==> src/rtl/cp0_if.sv <==
// Write-back to CP0 bus plus the CP0 results returned to the pipeline.
// The pipeline side uses master; the CP0 block uses slave.
interface cp0_if;
   logic [109:0] wb_to_cp0_bus;
   logic [5:0]   ext_int;
   logic [31:0]  cp0_rdata;
   logic [31:0]  flush_target;
   logic [31:0]  cp0_epc;
   logic         int_req;

   modport master (
      output wb_to_cp0_bus, ext_int,
      input  cp0_rdata, flush_target, cp0_epc, int_req
   );

   modport slave (
      input  wb_to_cp0_bus, ext_int,
      output cp0_rdata, flush_target, cp0_epc, int_req
   );
endinterface

==> src/rtl/cp0_regfile.sv <==
// CP0 register file: BadVAddr, Count, Compare, Status, Cause and EPC.
// Handles exception/ERET/MTC0 commits from write-back and the timer interrupt.
module cp0_regfile #(
   parameter logic [31:0] EX_VECTOR = 32'hBFC0_0380
) (
   input logic clk,
   input logic reset,
   cp0_if.slave bus
);
   logic        eret_s, mtc0_we_s, bd_s, ex_s;
   logic [31:0] rt_value_s, pc_s, badvaddr_s;
   logic [4:0]  cp0_addr_s, excode_s;
   logic        do_mtc0_s, wr_count_s, wr_compare_s, bad_addr_exc_s;

   logic [31:0] badvaddr_r, count_r, compare_r, epc_r;
   logic [7:0]  im_r;
   logic        exl_r, ie_r, bd_r, ti_r, tick_r, int_req_r;
   logic [5:0]  ip_hw_r;
   logic [1:0]  ip_sw_r;
   logic [4:0]  exccode_r;

   logic [31:0] badvaddr_n, count_n, compare_n, epc_n;
   logic [7:0]  im_n;
   logic        exl_n, ie_n, bd_n, ti_n, int_req_n;
   logic [5:0]  ip_hw_n;
   logic [1:0]  ip_sw_n;
   logic [4:0]  exccode_n;

   logic [31:0] status_s, cause_s;

   assign eret_s     = bus.wb_to_cp0_bus[0];
   assign rt_value_s = bus.wb_to_cp0_bus[32:1];
   assign cp0_addr_s = bus.wb_to_cp0_bus[37:33];
   assign mtc0_we_s  = bus.wb_to_cp0_bus[38];
   assign pc_s       = bus.wb_to_cp0_bus[70:39];
   assign bd_s       = bus.wb_to_cp0_bus[71];
   assign badvaddr_s = bus.wb_to_cp0_bus[103:72];
   assign excode_s   = bus.wb_to_cp0_bus[108:104];
   assign ex_s       = bus.wb_to_cp0_bus[109];

   // Priority ex > eret > mtc0: lower-priority actions are dropped entirely.
   assign do_mtc0_s      = mtc0_we_s & ~ex_s & ~eret_s;
   assign wr_count_s     = do_mtc0_s & (cp0_addr_s == 5'd9);
   assign wr_compare_s   = do_mtc0_s & (cp0_addr_s == 5'd11);
   assign bad_addr_exc_s = (excode_s == 5'd4) | (excode_s == 5'd5);

   assign status_s = {9'd0, 1'b1, 6'd0, im_r, 6'd0, exl_r, ie_r};
   assign cause_s  = {bd_r, ti_r, 14'd0, ip_hw_r, ip_sw_r, 1'b0, exccode_r, 2'b00};

   assign bus.flush_target = ex_s ? EX_VECTOR : epc_r;
   assign bus.cp0_epc      = epc_r;
   assign bus.int_req      = int_req_r;

   // MFC0 read mux over stored state.
   always_comb begin
      bus.cp0_rdata = 32'd0;
      case (cp0_addr_s)
         5'd8:    bus.cp0_rdata = badvaddr_r;
         5'd9:    bus.cp0_rdata = count_r;
         5'd11:   bus.cp0_rdata = compare_r;
         5'd12:   bus.cp0_rdata = status_s;
         5'd13:   bus.cp0_rdata = cause_s;
         5'd14:   bus.cp0_rdata = epc_r;
         default: bus.cp0_rdata = 32'd0;
      endcase
   end

   // Next-state computation for every CP0 register.
   always_comb begin
      badvaddr_n = badvaddr_r;
      compare_n  = compare_r;
      epc_n      = epc_r;
      im_n       = im_r;
      exl_n      = exl_r;
      ie_n       = ie_r;
      bd_n       = bd_r;
      ip_sw_n    = ip_sw_r;
      exccode_n  = exccode_r;
      ip_hw_n    = {ti_r | bus.ext_int[5], bus.ext_int[4:0]};

      if (wr_count_s) begin
         count_n = rt_value_s;
      end else if (tick_r) begin
         count_n = count_r + 32'd1;
      end else begin
         count_n = count_r;
      end

      if (wr_compare_s) begin
         ti_n = 1'b0;
      end else if (count_r == compare_r) begin
         ti_n = 1'b1;
      end else begin
         ti_n = ti_r;
      end

      if (ex_s) begin
         exl_n     = 1'b1;
         exccode_n = excode_s;
         // A nested exception keeps the original EPC/BD so ERET returns to the outer fault.
         if (!exl_r) begin
            epc_n = bd_s ? (pc_s - 32'd4) : pc_s;
            bd_n  = bd_s;
         end else begin
            epc_n = epc_r;
            bd_n  = bd_r;
         end
         if (bad_addr_exc_s) begin
            badvaddr_n = badvaddr_s;
         end else begin
            badvaddr_n = badvaddr_r;
         end
      end else if (eret_s) begin
         exl_n = 1'b0;
      end else if (do_mtc0_s) begin
         case (cp0_addr_s)
            5'd11: compare_n = rt_value_s;
            5'd12: begin
               im_n  = rt_value_s[15:8];
               exl_n = rt_value_s[1];
               ie_n  = rt_value_s[0];
            end
            5'd13:   ip_sw_n = rt_value_s[9:8];
            5'd14:   epc_n   = rt_value_s;
            default: epc_n   = epc_r;
         endcase
      end else begin
         exl_n = exl_r;
      end

      int_req_n = (|({ip_hw_r, ip_sw_r} & im_r)) & ie_r & ~exl_r;
   end

   // State registers with synchronous reset.
   always_ff @(posedge clk) begin
      if (reset) begin
         badvaddr_r <= 32'd0;
         count_r    <= 32'd0;
         compare_r  <= 32'd0;
         epc_r      <= 32'd0;
         im_r       <= 8'd0;
         exl_r      <= 1'b0;
         ie_r       <= 1'b0;
         bd_r       <= 1'b0;
         ti_r       <= 1'b0;
         ip_hw_r    <= 6'd0;
         ip_sw_r    <= 2'd0;
         exccode_r  <= 5'd0;
         tick_r     <= 1'b0;
         int_req_r  <= 1'b0;
      end else begin
         badvaddr_r <= badvaddr_n;
         count_r    <= count_n;
         compare_r  <= compare_n;
         epc_r      <= epc_n;
         im_r       <= im_n;
         exl_r      <= exl_n;
         ie_r       <= ie_n;
         bd_r       <= bd_n;
         ti_r       <= ti_n;
         ip_hw_r    <= ip_hw_n;
         ip_sw_r    <= ip_sw_n;
         exccode_r  <= exccode_n;
         tick_r     <= ~tick_r;
         int_req_r  <= int_req_n;
      end
   end
endmodule

==> src/flat_wrapper.sv <==
// flat-port wrapper written by rule: the top's interface ports become plain ports
module cp0_regfile_flat 
#(
   parameter logic [31:0] EX_VECTOR = 32'hBFC0_0380
)
  (clk, reset, bus_wb_to_cp0_bus, bus_ext_int, bus_cp0_rdata, bus_flush_target, bus_cp0_epc, bus_int_req);
  cp0_if bus_i ();
  input logic clk;
  input logic reset;
  input wire logic [$bits(bus_i.wb_to_cp0_bus)-1:0] bus_wb_to_cp0_bus;
  input wire logic [$bits(bus_i.ext_int)-1:0] bus_ext_int;
  output wire logic [$bits(bus_i.cp0_rdata)-1:0] bus_cp0_rdata;
  output wire logic [$bits(bus_i.flush_target)-1:0] bus_flush_target;
  output wire logic [$bits(bus_i.cp0_epc)-1:0] bus_cp0_epc;
  output wire logic [$bits(bus_i.int_req)-1:0] bus_int_req;
  assign bus_i.wb_to_cp0_bus = bus_wb_to_cp0_bus;
  assign bus_i.ext_int = bus_ext_int;
  assign bus_cp0_rdata = bus_i.cp0_rdata;
  assign bus_flush_target = bus_i.flush_target;
  assign bus_cp0_epc = bus_i.cp0_epc;
  assign bus_int_req = bus_i.int_req;
  cp0_regfile #(.EX_VECTOR(EX_VECTOR)) u_core (.clk(clk), .reset(reset), .bus(bus_i));
endmodule
==> config.mk <==
export PLATFORM = sky130hd
export DESIGN_NAME = cp0_regfile_flat
export DESIGN_NICKNAME = d
export VERILOG_FILES = /design/src/rtl/cp0_if.sv /design/src/rtl/cp0_regfile.sv /design/src/flat_wrapper.sv
export SDC_FILE = /design/constraint.sdc
export NUM_CORES = 1
export LEC_CHECK = 0
export CORE_UTILIZATION = 35
export DETAILED_ROUTE_END_ITERATION = 10
export GPL_ROUTABILITY_DRIVEN = 0
export PLACE_DENSITY = 0.63
export SYNTH_ARGS = -nofsm -noshare
export SYNTH_HDL_FRONTEND = slang
export SYNTH_SLANG_ARGS = --single-unit
==> constraint.sdc <==
create_clock -name clk -period 5.8 [get_ports clk]
set_clock_uncertainty 0.2 [all_clocks]
set_input_delay 1.16 -clock clk [delete_from_list [all_inputs] [get_ports clk]]
set_output_delay 1.16 -clock clk [all_outputs]
set_load 0.1 [all_outputs]
==> results.sh, run 1 <==
export IMPL_syn_area_per_cell_um2=7.717
export IMPL_num_fill_cells=2396
export IMPL_finalHoldViolations=0
export IMPL_ys_ff_latch=155
export IMPL_layout_commonest_cell="nand2_1"
export IMPL_synth_top_area_share_pct=36.39
export IMPL_rr_worst_depth=6
export IMPL_grt_overflow=0
export IMPL_rows=56
export IMPL_cts_resized=0
export IMPL_path_buf_inv=3
export IMPL_antenna_found_initial=1
export IMPL_clock_latency_ns=0.43
export IMPL_numCtsBuffers=17
export IMPL_final_nets=1381
export IMPL_reg2reg_from="u_core.count_r[0]"
export IMPL_cts_root_buf="clkbuf_16"
export IMPL_worstPathCellList="clkdlybuf4s50_1, or3b_2, nor2_2, buf_4, a222oi_1, nand3b_1, buf_12"
export IMPL_mostFrequentLayoutCells="nand2_1, clkdlybuf4s50_1, dfxtp_1"
export IMPL_hold_start="u_core.badvaddr_r[10]"
export IMPL_die_w_um=158.1
export IMPL_fin_crit_sh_pct=86.78
export IMPL_routed_wl_um=34330
export IMPL_io_pins=215
export IMPL_multi_input_area_um2=5076
export IMPL_cp_end_kind="primary output"
export IMPL_yosys_most_used_dff="dfxtp_1"
export IMPL_hpwl_um=25740
export IMPL_run_status="complete, no violations"
export IMPL_die_h_um=158.1
export IMPL_cp_start_kind="primary input"
export IMPL_via_per_inst=5.683
export IMPL_fin_crit_ns=5.033
export IMPL_critical_path_class="in2out"
export IMPL_max_freq_ghz=0.1987
export IMPL_rsz0062_at_grt="no"
export IMPL_slew_headroom_pct=25.34
export IMPL_worst_slew_pin_slew_ns=1.120
export IMPL_regArea_um2=3103
export IMPL_slowest_delay_ns=0.60
export IMPL_use_met3_pct=5.146
export IMPL_die_area_um2=24990
export IMPL_synthesis_instances=1105
export IMPL_cts_sinks=155
export IMPL_max_vdd_ir_drop_mv=0.2021
export IMPL_path_max_fanout=12
export IMPL_vias=9053
export IMPL_drtIter0Drc=1061
export IMPL_max_cap_violations=0
export IMPL_holdBufCountCts=0
export IMPL_grt_max_degree=85
export IMPL_post_cts_buffers=0
export IMPL_finalPower_mw=2.899
export IMPL_synth_edf_count=0
export IMPL_hold_end="u_core.badvaddr_r[10]"
export IMPL_setup_violations=0
export IMPL_clk_path_buf_depth=2
export IMPL_first_pass_iters=6
export IMPL_min_path_type="reg2reg"
export IMPL_busiest_layer="met2"
export IMPL_whs_path_depth=2
export IMPL_setup_tns_ns=0
export IMPL_drv_slew=0
export IMPL_synth_top_cells_by_area="dfxtp_1, nand2_1, a21oi_1"
export IMPL_start_util_pct=36.00
export IMPL_coreArea_um2=23680
export IMPL_async_flop_share_pct=0
export IMPL_met2_usage_pct=43.19
export IMPL_tritoncts="yes"
export IMPL_synth_top_area_cell="dfxtp_1"
export IMPL_fin_util_pct=48.85
export IMPL_worst_hold_slack_ns=0.2542
export IMPL_post_drt_wl_per_cell_um=21.55
export IMPL_ys_seq_area_share_pct=36.39
export IMPL_ff2ff_setup_slack_ns=2.94
export IMPL_netlist_area_um2=8527
export IMPL_remaining_drc_errors=0
export IMPL_leakagePower_nw=3.872
export IMPL_grt_pass1_wl_um=51270
export IMPL_layout_setup_ws_ns=0.7669
export IMPL_io_buffers=214
export IMPL_grt_pass1_vias=8415
export IMPL_ys_types=64
export IMPL_clkTransAtPathRegs_ns=0.06
export IMPL_pwr_density_cell_nw_per_um2=250.6
export IMPL_cts_max_level=4
export IMPL_cp_arrival_ns=3.67
export IMPL_cp_top_family="simple AND/OR/NAND/NOR gates"
export IMPL_grt_usage_pct=27.80
export IMPL_syn_nets=1225
export IMPL_syn2layout_area_growth_pct=35.67
export IMPL_antenna_left=0
export IMPL_worstPathRequired_ns=4.44
export IMPL_met1_usage_pct=38.41
export IMPL_r2r_end="u_core.count_r[26]"
export IMPL_drive_gt1_share_pct=10.60
export IMPL_yosysWarnings=0
export IMPL_critPathSlowestCell="nor2_2"
export IMPL_place_ws_ns=0.7883
## power by group
group	switching [mW]	internal, mW	total, mW
Sequential	0.0518	1.10	1.15
Combinational	0.383	0.183	0.566
Clock	0.466	0.720	1.19
## cell usage after synthesis (17+ instances only)
cell type and instances:
nand2_1 198, dfxtp_1 155, a21oi_1 103, clkbuf_1 84, nor2_1 73, a22oi_1 65
xnor2_1 58, nand3_1 35, a211oi_1 33, nand4_1 30, nor2b_1 27, nor4_1 22
nor3_1 18, o21ai_0 17, or3_1 17, xor2_1 17
## flip-flops by register name, summed over array words and instances, names as in the netlist, 2 cells and up
| register | flops |
|---|---|
| u_core.compare_r | 32 |
| u_core.badvaddr_r | 32 |
| u_core.bus.cp0_epc | 32 |
| u_core.exccode_r | 5 |
| u_core.count_r | 32 |
| u_core.ip_sw_r | 2 |
| u_core.ip_hw_r | 6 |
| u_core.im_r | 8 |
## worst max-delay path by stage
stage | cells past startpoint | from | to | slack (ns)
final | 7 | bus_wb_to_cp0_bus[33] | bus_cp0_rdata[22] | 0.77
after global routing | 7 | bus_wb_to_cp0_bus[33] | bus_cp0_rdata[30] | 0.72
after CTS | 7 | bus_wb_to_cp0_bus[33] | bus_cp0_rdata[22] | 0.80
after detailed placement | 7 | bus_wb_to_cp0_bus[33] | bus_cp0_rdata[22] | 0.79
after global placement | 7 | bus_wb_to_cp0_bus[33] | bus_cp0_rdata[22] | 0.83
after floorplan | 4 | bus_wb_to_cp0_bus[109] | bus_flush_target[0] | 1.32
## area by class of cell
class / count / area share, %
Sequential cell: 155 / 26.82
Multi-Input combinational cell: 849 / 43.88
Clock buffer: 17 / 3.677
Inverter: 7 / 0.2271
Timing Repair Buffer: 231 / 20.22
Tap cell: 319 / 3.450
Antenna cell: 1 / 0.02163
Clock inverter: 14 / 1.698
## metal layers
metal / share of wire (%) / wire length (um) / vias to the layer above
li1: - / - / 4301
met1: 44 / 15040 / 4275
met2: 45 / 15580 / 425
met3: 8.5 / 2902 / 52
met4: 2.4 / 816 / 0
met5: 0 / 0 / -
## stage by stage
stage,instances,cell area (um^2)
after floorplan,1105,8527
after detailed placement,1561,10940
after CTS,1592,11570
after global placement,1561,10940
final,1593,11570
after global routing,1593,11570
## kinds of logic (layout without fill, tap and decap cells)
| logic type | Yosys count | in the layout | share of synthesized area [%] |
|---|---|---|---|
| AO/OA/AOI/OAI | 273 | 273 | 21.35 |
| XOR/XNOR | 75 | 75 | 7.704 |
| adder cells (fa/ha/maj) | 2 | 2 | 0.2934 |
| buffers and inverters | 101 | 269 | 4.563 |
| flip-flops | 155 | 155 | 36.39 |
| multiplexers | 15 | 15 | 1.775 |
| other | 0 | 1 | 0 |
| AND/OR/NAND/NOR | 484 | 484 | 27.92 |
## worst register-to-register path: stages (launching register included)
cell,delay [ns]
dfxtp_1,0.56
ha_1,0.29
and3_1,0.42
nor4b_2,0.71
nand4_1,0.20
xor2_1,0.18
a211oi_1,0.22
(Power assumes the default switching activity.)
==> inputs of run 2 (changes only) <==
Settings changed: SKIP_CTS_REPAIR_TIMING set to 1, SLEW_MARGIN set to 40.
==> results.sh, run 2 (synthesis results as in run 1) <==
export IMPL_run_status="complete, no violations"
export IMPL_cts_root_buf="clkbuf_16"
export IMPL_worstPathCellList="clkdlybuf4s50_1, or3b_2, nor2_2, buf_4, a222oi_1, nand3b_1, buf_12"
export IMPL_antenna_left=0
export IMPL_clkPwrFrac_pct=40.6
export IMPL_min_path_type="reg2reg"
export IMPL_post_drt_wl_per_cell_um=21.50
export IMPL_hpwl_um=25720
export IMPL_remaining_drc_errors=0
export IMPL_rr_worst_depth=6
export IMPL_io_pins=215
export IMPL_fin_crit_sh_pct=86.89
export IMPL_critPathSlowestCell="nor2_2"
export IMPL_hold_start="u_core.badvaddr_r[7]"
export IMPL_start_util_pct=36.00
export IMPL_r2r_end="u_core.count_r[26]"
export IMPL_grt_pass1_wl_um=50960
export IMPL_finalPower_mw=2.851
export IMPL_p_int_mw=1.949
export IMPL_rsz0062_at_grt="no"
export IMPL_die_area_um2=24990
export IMPL_clock_latency_ns=0.43
export IMPL_final_nets=1382
export IMPL_routed_wl_um=34300
export IMPL_place_ws_ns=0.7867
export IMPL_finalHoldViolations=0
export IMPL_max_vdd_ir_drop_mv=0.1768
export IMPL_ff2ff_setup_slack_ns=2.91
export IMPL_dp_cells=1562
export IMPL_worst_slew_pin_slew_ns=0.8175
export IMPL_io_buffers=214
export IMPL_power_frac_seq_pct=40.2
export IMPL_cp_end_kind="primary output"
export IMPL_max_freq_ghz=0.1984
export IMPL_grt_pass1_vias=8358
export IMPL_worst_hold_slack_ns=0.2566
export IMPL_via_per_inst=5.739
export IMPL_rows=56
export IMPL_hold_end="u_core.badvaddr_r[7]"
export IMPL_critical_path_class="in2out"
export IMPL_leakagePower_nw=3.956
export IMPL_cp_arrival_ns=3.68
export IMPL_die_w_um=158.1
export IMPL_power_frac_comb_pct=19.2
export IMPL_tritoncts="yes"
export IMPL_drv_slew=0
export IMPL_grt_usage_pct=27.56
export IMPL_num_fill_cells=2392
export IMPL_whs_path_depth=2
export IMPL_slew_headroom_pct=45.34
export IMPL_drtIter0Drc=978
export IMPL_slowest_delay_ns=0.61
export IMPL_worstPathRequired_ns=4.44
export IMPL_fin_area_um2=11340
export IMPL_layout_commonest_cell="nand2_1"
export IMPL_place_area_um2=10730
export IMPL_mostFrequentLayoutCells="nand2_1, dfxtp_1, clkdlybuf4s50_1"
export IMPL_coreArea_um2=23680
export IMPL_layout_setup_ws_ns=0.7606
export IMPL_antenna_found_initial=1
export IMPL_cts_sinks=155
export IMPL_max_cap_violations=0
export IMPL_fin_crit_ns=5.039
export IMPL_sw_frac_of_total_pct=31.63
export IMPL_pwr_density_cell_nw_per_um2=251.3
export IMPL_numCtsBuffers=17
export IMPL_grt_max_degree=74
export IMPL_die_h_um=158.1
export IMPL_vias=9154
export IMPL_cp_start_kind="primary input"
export IMPL_first_pass_iters=6
export IMPL_setup_tns_ns=0
export IMPL_grt_overflow=0
export IMPL_drive_gt1_share_pct=14.52
export IMPL_layout_cells_non_filler=1595
export IMPL_setup_violations=0
export IMPL_clk_path_buf_depth=2
export IMPL_clkTransAtPathRegs_ns=0.06
export IMPL_reg2reg_from="u_core.count_r[0]"
export IMPL_fin_util_pct=47.90
export IMPL_cts_max_level=4
export IMPL_power_switching_mw=0.9016
export IMPL_path_max_fanout=12
export IMPL_syn2layout_area_growth_pct=33.04
## run 2: changes by cell type in the layout (fill, tap and decap cells not counted), sizes merged
cell and change:
clkbuf +1, diode +1, buf +49, clkdlybuf4s50 -48, bufinv -1
## run 2: area by class of cell
| type | instances | area, um^2 | area share [%] |
|---|---|---|---|
| Antenna cell | 2 | 5.005 | 0.04412 |
| Clock buffer | 18 | 439.2 | 3.871 |
| Clock inverter | 13 | 166.4 | 1.467 |
| Inverter | 7 | 26.28 | 0.2316 |
| Multi-Input combinational cell | 849 | 5086 | 44.83 |
| Sequential cell | 155 | 3103 | 27.35 |
| Tap cell | 319 | 399.1 | 3.518 |
| Timing Repair Buffer | 232 | 2120 | 18.68 |
## run 2: worst max-delay path: cells and delay by family
family | cells | cell delay (ns)
buffers and inverters | 3 | 1.04
AO/OA/AOI/OAI | 1 | 0.11
AND/OR/NAND/NOR | 3 | 1.34
## run 2: how the worst max path moves through the flow
| stage | startpoint | endpoint | slack, ns | cells after the start |
|---|---|---|---|---|
| after CTS | bus_wb_to_cp0_bus[33] | bus_cp0_rdata[22] | 0.79 | 7 |
| after global routing | bus_wb_to_cp0_bus[37] | bus_cp0_rdata[30] | 0.74 | 7 |
| final | bus_wb_to_cp0_bus[33] | bus_cp0_rdata[22] | 0.76 | 7 |
| after floorplan | bus_wb_to_cp0_bus[109] | bus_flush_target[0] | 1.32 | 4 |
| after global placement | bus_wb_to_cp0_bus[33] | bus_cp0_rdata[22] | 0.83 | 7 |
| after detailed placement | bus_wb_to_cp0_bus[33] | bus_cp0_rdata[22] | 0.79 | 7 |
## run 2: power by group through the flow
stage	combinational, mW	sequential [mW]	clock (mW)
after detailed placement	0.545	1.17	0
after CTS	0.546	1.15	1.16
final	0.547	1.15	1.16
after floorplan	0.249	1.26	0
after global placement	0.560	1.17	0
after global routing	0.573	1.15	1.20
## run 2: metal layers
metal | GRT usage [%] | part of all wire, % | up-vias
met5 | 0 | 0 | -
met4 | 9.936 | 2.6 | 0
met3 | 5.037 | 7.8 | 56
met2 | 42.69 | 45 | 407
met1 | 37.94 | 44 | 4380
li1 | - | - | 4311
==> inputs of run 3 (changes only) <==
Settings changed: CORE_MARGIN set to 2.
==> results.sh, run 3 (synthesis results as in run 1) <==
export IMPL_max_vdd_ir_drop_mv=0.1653
export IMPL_die_h_um=160.1
export IMPL_drtIter0Drc=1197
export IMPL_critPathSlowestCell="clkdlybuf4s50_1"
export IMPL_antenna_found_initial=1
export IMPL_drv_slew=0
export IMPL_rows=57
export IMPL_r2r_end="u_core.count_r[26]"
export IMPL_hpwl_um=25650
export IMPL_place_area_um2=10740
export IMPL_remaining_drc_errors=0
export IMPL_ff2ff_setup_slack_ns=2.96
export IMPL_start_util_pct=35.37
export IMPL_mostFrequentLayoutCells="nand2_1, dfxtp_1, clkdlybuf4s50_1"
export IMPL_via_per_inst=5.737
export IMPL_clk_path_buf_depth=2
export IMPL_clock_latency_ns=0.44
export IMPL_max_cap_violations=0
export IMPL_grt_pass1_vias=8534
export IMPL_run_status="complete, no violations"
export IMPL_grt_pass1_wl_um=51200
export IMPL_path_max_fanout=22
export IMPL_worst_slew_pin_slew_ns=0.8521
export IMPL_first_pass_iters=6
export IMPL_cp_depth=7
export IMPL_pwr_density_cell_nw_per_um2=255.3
export IMPL_cp_arrival_ns=3.57
export IMPL_rr_worst_depth=6
export IMPL_slew_headroom_pct=43.15
export IMPL_antenna_left=0
export IMPL_final_nets=1381
export IMPL_drive_gt1_share_pct=14.60
export IMPL_io_buffers=214
export IMPL_grt_usage_pct=26.12
export IMPL_max_freq_ghz=0.2028
export IMPL_fin_crit_ns=4.931
export IMPL_setup_violations=0
export IMPL_leakagePower_nw=3.969
export IMPL_crit_path_start="bus_wb_to_cp0_bus[33]"
export IMPL_tritoncts="yes"
export IMPL_min_path_type="reg2reg"
export IMPL_fin_crit_sh_pct=85.02
export IMPL_worst_hold_slack_ns=0.2590
export IMPL_die_w_um=160.1
export IMPL_slowest_delay_ns=0.55
export IMPL_critical_path_class="in2out"
export IMPL_coreArea_um2=24110
export IMPL_cp_start_kind="primary input"
export IMPL_fin_util_pct=47.19
export IMPL_worstPathRequired_ns=4.44
export IMPL_cts_max_level=4
export IMPL_die_area_um2=25630
export IMPL_critical_path_endpoint="bus_cp0_rdata[2]"
export IMPL_path_buf_inv=3
export IMPL_rsz0062_at_grt="no"
export IMPL_cts_sinks=155
export IMPL_cts_root_buf="clkbuf_16"
export IMPL_syn2layout_area_growth_pct=33.40
export IMPL_vias=9174
export IMPL_finalPower_mw=2.904
export IMPL_routed_wl_um=34320
export IMPL_io_pins=215
export IMPL_reg2reg_from="u_core.count_r[1]"
export IMPL_grt_max_degree=91
export IMPL_post_drt_wl_per_cell_um=21.46
export IMPL_finalHoldViolations=0
export IMPL_fin_area_um2=11370
export IMPL_grt_overflow=0
export IMPL_setup_tns_ns=0
export IMPL_cp_top_family="simple AND/OR/NAND/NOR gates"
export IMPL_clkTransAtPathRegs_ns=0.07
export IMPL_numCtsBuffers=17
export IMPL_worstPathCellList="clkdlybuf4s50_1, or3b_2, nor2_2, buf_12, a222oi_1, nand2_1, buf_4"
export IMPL_layout_commonest_cell="nand2_1"
export IMPL_cp_end_kind="primary output"
run 3: how the worst min path moves through the flow:
stage	startpoint	slack [ns]	to	cells after the start
2_1_floorplan	u_core.bd_r	0.24	u_core.bd_r	2
3_3_place_gp	u_core.badvaddr_r[7]	0.24	u_core.badvaddr_r[7]	2
3_5_place_dp	u_core.badvaddr_r[3]	0.25	u_core.badvaddr_r[3]	2
4_1_cts	u_core.badvaddr_r[3]	0.26	u_core.badvaddr_r[3]	2
5_1_grt	u_core.badvaddr_r[7]	0.27	u_core.badvaddr_r[7]	2
6_report	u_core.badvaddr_r[23]	0.26	u_core.badvaddr_r[23]	2
run 3: final cells by class:
type / count / area (um^2)
Tap cell: 324 / 405.4
Sequential cell: 155 / 3103
Inverter: 7 / 26.28
Antenna cell: 1 / 2.502
Clock inverter: 14 / 186.4
Timing Repair Buffer: 231 / 2123
Clock buffer: 18 / 439.2
Fill cell: 2395 / 12730
Multi-Input combinational cell: 849 / 5089
run 3: worst register-to-register path: cells and delay by family, from the launching register on:
kind / cells / cell delay [ns]
adders and majority gates: 1 / 0.29
and+or+nand+nor: 3 / 1.28
DFF: 1 / 0.55
xor gates and xnor gates: 1 / 0.18
AOI/OAI and AO/OA: 1 / 0.24
run 3: power by group:
part / total, mW / internal [mW] / switching [mW]
logic: 0.550 / 0.164 / 0.386
clock network: 1.21 / 0.700 / 0.507
registers: 1.15 / 1.10 / 0.0518
run 3: per-stage QoR:
stage	cells	worst slack (ns)
5_1_grt	1599	0.7683
2_1_floorplan	1105	1.317
4_1_cts	1598	0.8993
3_5_place_dp	1566	0.8967
3_3_place_gp	1565	0.9385
6_report	1599	0.8691
run 3: routing by layer:
metal  vias to the layer above  share of wire, %  track usage (%)
met5                         -                 0                0
met4                         0               3.0            10.32
met3                        65               9.3            5.532
met2                       457                45            39.67
met1                      4347                43            36.18
li1                       4305                 -                -
